--- src/rtl/piso_pkg.sv ---
// Shared types and constants for the parallel-in/serial-out serializer.
//   state_t   : serializer FSM states (IDLE, SHIFT)
//   DEFAULT_* : default word width and FIFO depth
//   cnt_width : width of the per-word bit counter
package piso_pkg;

    localparam int unsigned DEFAULT_WIDTH = 4;
    localparam int unsigned DEFAULT_DEPTH = 4;

    typedef enum logic {
        IDLE  = 1'b0,
        SHIFT = 1'b1
    } state_t;

    // Counter must hold 0..WIDTH (WIDTH is reached only by the parity bit).
    function automatic int unsigned cnt_width(input int unsigned width);
        return $clog2(width + 1);
    endfunction

endpackage

--- src/rtl/piso_fifo.sv ---
// Synchronous word FIFO feeding the serializer.
//   clk, rst : clock, asynchronous active-low reset (pointers and level)
//   push     : write wdata (caller guarantees !full)
//   pop      : drop the head word (caller guarantees !empty)
//   wdata    : word to store
//   rdata    : head word, read combinationally from the memory
//   full     : level == DEPTH
//   empty    : level == 0
//   level    : occupancy, 0..DEPTH
module piso_fifo
    import piso_pkg::*;
#(
    parameter int unsigned WIDTH = DEFAULT_WIDTH,
    parameter int unsigned DEPTH = DEFAULT_DEPTH
) (
    input  logic                     clk,
    input  logic                     rst,
    input  logic                     push,
    input  logic                     pop,
    input  logic [WIDTH-1:0]         wdata,
    output logic [WIDTH-1:0]         rdata,
    output logic                     full,
    output logic                     empty,
    output logic [$clog2(DEPTH):0]   level
);

    localparam int unsigned PW = $clog2(DEPTH);
    localparam int unsigned LW = PW + 1;

    logic [WIDTH-1:0] mem [DEPTH];
    logic [PW-1:0]    wptr;
    logic [PW-1:0]    rptr;

    assign rdata = mem[rptr];
    assign full  = (level == LW'(DEPTH));
    assign empty = (level == '0);

    // Storage: no reset needed, contents are only read behind a valid level.
    always_ff @(posedge clk) begin
        if (push) begin
            mem[wptr] <= wdata;
        end
    end

    // Pointers wrap naturally at DEPTH (a power of two).
    always_ff @(posedge clk or negedge rst) begin
        if (!rst) begin
            wptr  <= '0;
            rptr  <= '0;
            level <= '0;
        end else begin
            if (push) begin
                wptr <= wptr + PW'(1);
            end
            if (pop) begin
                rptr <= rptr + PW'(1);
            end
            case ({push, pop})
                2'b10:   level <= level + LW'(1);
                2'b01:   level <= level - LW'(1);
                default: level <= level;
            endcase
        end
    end

endmodule

--- src/rtl/piso_serializer.sv ---
// Parallel-in/serial-out serializer: buffers WIDTH-bit words in a FIFO and
// emits each MSB first, one bit per clock, with zero-gap back-to-back words.
// Optional feature macro: PISO_SERIALIZER_PARITY_EN appends an even-parity
// bit (^word) after each word; ser_last then marks the parity bit.
//   clk, rst  : clock, asynchronous active-low reset
//   in_data   : parallel word
//   in_valid  : in_data valid
//   in_ready  : FIFO not full
//   ser_bit   : serial bit to the downstream shift register
//   ser_valid : ser_bit is live (FSM in SHIFT)
//   ser_first : ser_bit is the word MSB
//   ser_last  : ser_bit is the final bit of the word
//   busy      : shifting or FIFO non-empty
//   level     : FIFO occupancy
module piso_serializer
    import piso_pkg::*;
#(
    parameter int unsigned WIDTH = DEFAULT_WIDTH,
    parameter int unsigned DEPTH = DEFAULT_DEPTH
) (
    input  logic                     clk,
    input  logic                     rst,
    input  logic [WIDTH-1:0]         in_data,
    input  logic                     in_valid,
    output logic                     in_ready,
    output logic                     ser_bit,
    output logic                     ser_valid,
    output logic                     ser_first,
    output logic                     ser_last,
    output logic                     busy,
    output logic [$clog2(DEPTH):0]   level
);

    localparam int unsigned CW = cnt_width(WIDTH);

`ifdef PISO_SERIALIZER_PARITY_EN
    localparam logic [CW-1:0] LAST_CNT = CW'(WIDTH);
`else
    localparam logic [CW-1:0] LAST_CNT = CW'(WIDTH - 1);
`endif

    state_t           state;
    state_t           state_nxt;
    logic [WIDTH-1:0] sr;
    logic [CW-1:0]    cnt;
    logic             last_bit;
    logic             load;
    logic             pop;
    logic             push;
    logic             fifo_full;
    logic             fifo_empty;
    logic [WIDTH-1:0] fifo_rdata;
`ifdef PISO_SERIALIZER_PARITY_EN
    logic             par;
`endif

    // No write-through: a full FIFO refuses even when popping this cycle.
    assign in_ready = ~fifo_full;
    assign push     = in_valid & ~fifo_full;
    assign last_bit = (cnt == LAST_CNT);
    assign busy     = (state == SHIFT) | ~fifo_empty;

    piso_fifo #(
        .WIDTH (WIDTH),
        .DEPTH (DEPTH)
    ) u_fifo (
        .clk   (clk),
        .rst   (rst),
        .push  (push),
        .pop   (pop),
        .wdata (in_data),
        .rdata (fifo_rdata),
        .full  (fifo_full),
        .empty (fifo_empty),
        .level (level)
    );

    // FSM state register.
    always_ff @(posedge clk or negedge rst) begin
        if (!rst) begin
            state <= IDLE;
        end else begin
            state <= state_nxt;
        end
    end

    // Next state, pop/load decision and serial output decode.
    always_comb begin
        state_nxt = state;
        pop       = 1'b0;
        load      = 1'b0;
        ser_bit   = 1'b0;
        ser_valid = 1'b0;
        ser_first = 1'b0;
        ser_last  = 1'b0;
        case (state)
            IDLE: begin
                if (!fifo_empty) begin
                    pop       = 1'b1;
                    load      = 1'b1;
                    state_nxt = SHIFT;
                end
            end
            SHIFT: begin
                ser_valid = 1'b1;
                ser_first = (cnt == '0);
`ifdef PISO_SERIALIZER_PARITY_EN
                ser_bit   = last_bit ? par : sr[WIDTH-1];
`else
                ser_bit   = sr[WIDTH-1];
`endif
                if (last_bit) begin
                    ser_last = 1'b1;
                    // Reload on the last bit so consecutive words have no gap.
                    if (!fifo_empty) begin
                        pop  = 1'b1;
                        load = 1'b1;
                    end else begin
                        state_nxt = IDLE;
                    end
                end
            end
            default: state_nxt = IDLE;
        endcase
    end

    // Shift register and bit counter; cnt returns to 0 when a word ends.
    always_ff @(posedge clk or negedge rst) begin
        if (!rst) begin
            sr  <= '0;
            cnt <= '0;
        end else if (load) begin
            sr  <= fifo_rdata;
            cnt <= '0;
        end else if (state == SHIFT) begin
            sr  <= {sr[WIDTH-2:0], 1'b0};
            cnt <= last_bit ? '0 : cnt + CW'(1);
        end
    end

`ifdef PISO_SERIALIZER_PARITY_EN
    // Parity of the word captured when it leaves the FIFO.
    always_ff @(posedge clk or negedge rst) begin
        if (!rst) begin
            par <= 1'b0;
        end else if (load) begin
            par <= ^fifo_rdata;
        end
    end
`endif

endmodule

--- config.mk ---
export PLATFORM = sky130hd
export DESIGN_NAME = piso_serializer
export DESIGN_NICKNAME = d
export VERILOG_FILES = /design/src/rtl/piso_pkg.sv /design/src/rtl/piso_fifo.sv /design/src/rtl/piso_serializer.sv
export SDC_FILE = /design/constraint.sdc
export NUM_CORES = 1
export LEC_CHECK = 0
export ABC_AREA = 1
export CAP_MARGIN = 10
export CORE_AREA = 10 10 62 90
export DETAILED_ROUTE_END_ITERATION = 8
export DIE_AREA = 0 0 72 100
export GPL_TIMING_DRIVEN = 0
export PLACE_DENSITY = 0.58
export SLEW_MARGIN = 30
export SYNTH_ARGS = -nofsm -noshare
export SYNTH_HDL_FRONTEND = slang
export SYNTH_SLANG_ARGS = --single-unit
--- constraint.sdc ---
create_clock -name clk -period 4.4 [get_ports clk]
set_input_delay 0.44 -clock clk [delete_from_list [all_inputs] [get_ports clk]]
set_output_delay 0.44 -clock clk [all_outputs]
set_load 0.02 [all_outputs]
# Word level (Yosys, flattened, before mapping)
# Memories as Yosys holds them, arrays and structs flattened.
# Cells that the tools add are included.
[op_classes]
addsub = 5
n_mul = 0
div_mod_pow = 0
n_lt_le_gt_ge = 0
n_eq_ne = 4
shift = 0
muxes = 18
bitwise_logic = 5
n_reduce_logical = 4
[ops]
columns = ["op", "count"]
rows = [
  ["$mux W1", 10],
  ["$mux W3", 3],
  ["$mux W4", 2],
  ["$add A3 B1 Y3 const B", 2],
  ["$logic_not A3 Y1", 2],
  ["$pmux W3 S2", 1],
  ["$add A2 B1 Y2 const B", 2],
  ["$pmux W1 S2", 2],
  ["$reduce_bool A2 Y1", 2],
  ["$eq A3 B2 Y1 const B", 1],
  ["$eq A3 B3 Y1 const B", 1],
  ["$not A1 Y1", 3],
  ["$sub A3 B1 Y3 const B", 1],
  ["$eq A2 B1 Y1 const B", 1],
  ["$eq A2 B2 Y1 const B", 1],
  ["$and A1 B1 Y1", 1],
  ["$or A1 B1 Y1", 1],
]
[word_totals]
reg_bits = 15
latchBits = 0
ram_bits = 16
mem_bits_ro = 0
input_bits = 7
output_inout_bits = 9
wordCells = 43
mem_count = 1
[memory_table]
columns = ["name", "words", "width", "read_ports", "rd_clocked_by_memory_dff", "wr", "line_no", "source"]
rows = [
  ["u_fifo.mem", 4, 4, 1, 0, 1, "piso_fifo.sv:30", "logic [WIDTH-1:0] mem [DEPTH];"],
]

# Longest topological paths before layout
[depth]
ltp_word = 6
mapped_depth = 12
depth_no_buf = 12

# By module
# A second synthesis with hierarchy kept.
[unflattened]
hier_cells = 152
area_unflattened_um2 = 1527.7
[modules_own_cells]
columns = ["module", "n_inst", "cells_each", "area_each_um2", "seq_area_each_um2"]
rows = [
  ["piso_fifo", 1, 95, 1069.8, 655.6],
  ["piso_serializer", 1, 57, 457.9, 200.2],
]

# Least setup slack after synthesis
# No wires, ideal clock.
[synth_timing]
path_type = "register to register"
startpoint = "reg u_fifo.level[1]"
endpoint = "reg u_fifo.level[2]"
setup_ps = 79
t_arrival_ps = 1829
required_ps = 4321
slack_ps = 2492
path_stages_with_launch = 11
n_path_buf = 0
period_less_slack_ps = 1908
path_cell_list = "dfrtp_1 -> nor2_8 -> nand2_4 -> nand2_8 -> ha_1 -> inv_1 -> fa_1 -> nor2_1 -> nor2_1 -> nand2_1 -> xor2_1"
[synth_via]
word_cells_on_any_way = 13
classes_between = "add/sub: 2; eq/ne: 3; mux: 4; bitwise: 2; reduce/logical: 2"
[synth_rtl]
columns = ["item", "line_no", "source"]
rows = [
  ["from (decl)", "piso_fifo.sv:24", "output logic [$clog2(DEPTH):0] level"],
  ["from (signal assigned)", "piso_fifo.sv:59", "2'b10: level <= level + LW'(1);"],
  ["from (signal assigned)", "piso_fifo.sv:60", "2'b01: level <= level - LW'(1);"],
  ["from (signal assigned)", "piso_fifo.sv:61", "default: level <= level;"],
  ["$eq A3 B3 Y1 *", "piso_fifo.sv:35", "assign full = (level == LW'(DEPTH));"],
  ["$not A1 Y1 *", "n/a", ""],
  ["net in_ready", "piso_serializer.sv:25", "output logic in_ready,"],
  ["$and A1 B1 Y1 *", "piso_serializer.sv:59", "assign push = in_valid & ~fifo_full;"],
  ["$eq A2 B1 Y1 or $eq A2 B2 Y1 (tied branches)", "piso_fifo.sv:58", "case ({push, pop})"],
  ["$pmux W3 S2 or $reduce_bool A2 Y1 (tied branches)", "n/a", ""],
]
# The timed path passes the listed nets; every way through them passes the cells marked *.
# A chain may end at the register's enable or synchronous reset.

# Final worst setup path
[layout_timing]
startpoint = "reg cnt[0]"
endpoint = "out ser_last"
[layout_via]
elab_chain_cells = 3
[layout_lines]
columns = ["item", "line_no", "source"]
rows = [
  ["from (decl)", "piso_serializer.sv:45", "logic [CW-1:0] cnt;"],
  ["from (signal assigned)", "piso_serializer.sv:137", "cnt <= last_bit ? '0 : cnt + CW'(1);"],
  ["$eq A3 B2 Y1", "piso_serializer.sv:60", "assign last_bit = (cnt == LAST_CNT);"],
  ["$mux W1", "piso_serializer.sv:112", "if (last_bit) begin"],
  ["$mux W1", "piso_serializer.sv:96", "case (state)"],
  ["to (decl)", "piso_serializer.sv:29", "output logic ser_last,"],
]
# Every way passes these cells.

==> summary.md <==
| Metric | Value |
|---|---|
| Hpwl dp | `2150 µm` |
| Starting Density | `0.382` |
| Clock skew | `7.35 ps` |
| Setup Buffers After CTS | `0` |
| Clk pwr share | `0.167` |
| RSZ-0062 raised after global routing | `no` |
| GR Overflow Total | `0` |
| Crit path DAT | `1740 ps` |
| CTS buffer count | `5` |
| Reg2Reg Setup Slack | `2340 ps` |
| Cell Area, Synth | `1550 µm²` |
| Comb power frac | `0.448` |
| Worst Max-Slew Pin Slew | `720 ps` |
| RD Place Congestion | `0.751` |
| Tcrit/Tclk final | `0.496` |
| Clock Path Buffers | `2` |
| Vias in the first global route | `1106` |
| ANT cells | `0` |
| H-tree Lvls | `2` |
| Tmin final | `2180 ps` |
| VDD IR max | `0.310 mV` |
| # nets final | `188` |
| DR vias | `1037` |
| Routed length per instance | `12.1 µm` |
| Yosys reg bits | `31` |
| Row cnt | `29` |
| Share of layout cells above drive strength 1 | `0.144` |
| Max-cap violations | `0` |
| Worst setup SP type | `register` |
| CP Capture Type | `output pin` |
| Leakage power | `0.860 nW` |
| Post-CTS Resized | `0` |
| Fillers | `414` |
| Die area | `7200 µm²` |
| Grt met2 use | `0.155` |
| Crit path max-delay family | `buffers and inverters` |
| Clk root buf | `clkbuf_8` |
| Core area | `4060 µm²` |
| TritonCTS clock tree | `yes` |
| Synth unique cells | `27` |
| Initial antenna violation count | `0` |
| CP Cell Sequence | `ha_1 -> nand2_1 -> nor2_1 -> clkdlybuf4s50_1` |
| Mapped Cells | `151` |
| I/O pin total | `16` |
| Status | `finished clean` |
| Synthesis-to-layout area growth | `18.5%` |
| Setup TNS | `0 ps` |
| CP max-delay cell | `clkdlybuf4s50_1` |
| Vias per cell | `4.71` |
| ANT nets after route | `0` |
| Most Crowded Layer GR | `met2` |
| Largest net degree at the start of global routing | `16` |
| Sw frac | `0.404` |
| Max Clk Rate | `458 MHz` |
| Final-report hold violation count | `0` |
| Mapped Nets | `166` |
| Mean post-synth cell area | `10.3 µm²` |
| Buffers added on ports | `15` |
| Hold bufs inserted after CTS | `0` |
| Met3 usage | `0.0336` |
| Data required time of the worst path | `3960 ps` |
| First-pass GRT wire length | `4870 µm` |
| WS Path Type | `reg -> out` |
| Slew Limit Fails | `0` |
| Max incr delay on CP | `610 ps` |
| Initial DRC Count | `20` |
| Yosys warns | `0` |
| Finish-stage setup viols | `0` |
| Slew headroom | `0.519` |
| Net Sw Power | `0.492 mW` |
| Clock Latency Late Sink | `280 ps` |
| Gr usage total | `0.0843` |
| Crit path buf inv count | `1` |
| Clock transition at path regs | `60 ps` |
| Post-synthesis sequential area ratio | `0.551` |
| Die Ht | `100 µm` |
| Pwr dens | `662 nW/µm²` |
| Crit path max fanout | `4` |
| # clock sinks | `31` |
| Die Wd | `72 µm` |
| Int Pwr | `0.727 mW` |
| Total routed wirelength | `2670 µm` |
| 1st-pass router iterations | `4` |
| Layout Utilization | `0.453` |
| Met1 capacity usage during global routing | `0.0736` |
| Share of power burned in registers | `0.386` |
| DR DRC count | `0` |
| Worst hold path class | `reg -> reg` |
-- stage by stage --
stage	worst slack (ps)	hold WS, ps	cell area [µm²]	power [mW]	cells
floorplan	2490	144	1550	0.864	151
global placement	2300	476	1760	1.01	212
detailed placement	2250	478	1760	1.03	212
CTS	2190	494	1840	1.24	220
global route	2100	532	1840	1.33	220
finish	2220	497	1840	1.22	220
-- cell type report --
| class | count | area, µm² | area share |
|---|---|---|---|
| Sequential cell | 31 | 856 | 0.465 |
| Multi-Input combinational cell | 88 | 569 | 0.309 |
| Timing Repair Buffer | 15 | 150 | 0.0816 |
| Inverter | 31 | 120 | 0.0653 |
| Clock buffer | 6 | 72.6 | 0.0394 |
| Tap cell | 46 | 57.6 | 0.0313 |
| Clock inverter | 2 | 7.51 | 0.00408 |
| Buffer | 1 | 7.51 | 0.00408 |
-- power groups by stage --
stage,clock network (mW),logic (mW),registers [mW]
after CTS,0.210,0.561,0.471
after global routing,0.222,0.622,0.482
final,0.203,0.546,0.470
after detailed placement,0,0.557,0.477
after global placement,0,0.539,0.471
after floorplan,0,0.383,0.481
-- state kept, by name (all words and copies together) (netlist names) --
register and cells:
u_fifo.wptr 2, u_fifo.rptr 2, cnt 3, u_fifo.mem 16, sr 4, u_fifo.level 3
state 1
-- Yosys cell counts, drive strengths merged --
cell type | n | area (µm²)
nand2 | 40 | 196
inv | 30 | 115
nand3 | 19 | 123
edfxtp | 16 | 480
dfrtp | 15 | 375
nor2 | 10 | 56.3
ha | 7 | 87.6
o21ai | 4 | 23.8
xor2 | 3 | 33.8
a21oi | 2 | 13.8
buf | 1 | 7.51
clkinv | 1 | 5.00
fa | 1 | 20.0
or2 | 1 | 6.26
xnor2 | 1 | 8.76
-- cell families after synthesis --
family / after synthesis / synth area share
xor+xnor: 4 / 0.0274
flops: 31 / 0.551
fa+ha+maj: 8 / 0.0693
compound gates: 6 / 0.0242
simple gates: 70 / 0.246
buf+inv: 32 / 0.0822
-- worst paths after layout --
check	cells after the start	end	from
worst min register to register	2	sr[0]$_DFFE_PN0P_	sr[0]$_DFFE_PN0P_
min in group asynchronous	1	cnt[2]$_DFFE_PN0P_	rst
worst max-delay path	4	ser_last	cnt[0]$_DFFE_PN0P_
worst max register to register	12	u_fifo.level[2]$_DFFE_PN0P_	cnt[0]$_DFFE_PN0P_
max in group asynchronous	1	u_fifo.wptr[0]$_DFFE_PN0P_	rst
worst min-delay path	2	sr[0]$_DFFE_PN0P_	sr[0]$_DFFE_PN0P_
-- cells in the final DEF, fill, tap and decap left out, drive strengths merged --
cell            n
dfrtp          15
ha              7
nand3          19
inv            30
edfxtp         16
fa              1
buf             1
nand2          40
clkdlybuf4s50  15
o21ai           4
or2             1
nor2           10
clkinv          3
xnor2           1
xor2            3
a21oi           2
clkbuf          6
-- worst register-to-register path, cell delays in order (launching register included) --
cell and delay (ps):
dfrtp_1 420, ha_1 200, nand2_1 120, nand2_4 110
nand2_4 80, inv_4 100, ha_1 140, inv_1 60
fa_1 380, nor2_1 110, nor2_1 40, nand2_1 70
xor2_1 150
-- metal layers --
| metal | routed length (µm) | up-vias |
|---|---|---|
| met5 | 0 | - |
| met1 | 928 | 499 |
| met2 | 1530 | 20 |
| met3 | 135 | 8 |
| li1 | - | 510 |
| met4 | 75 | 0 |
No activity file was read; power rests on OpenSTA's default activity.
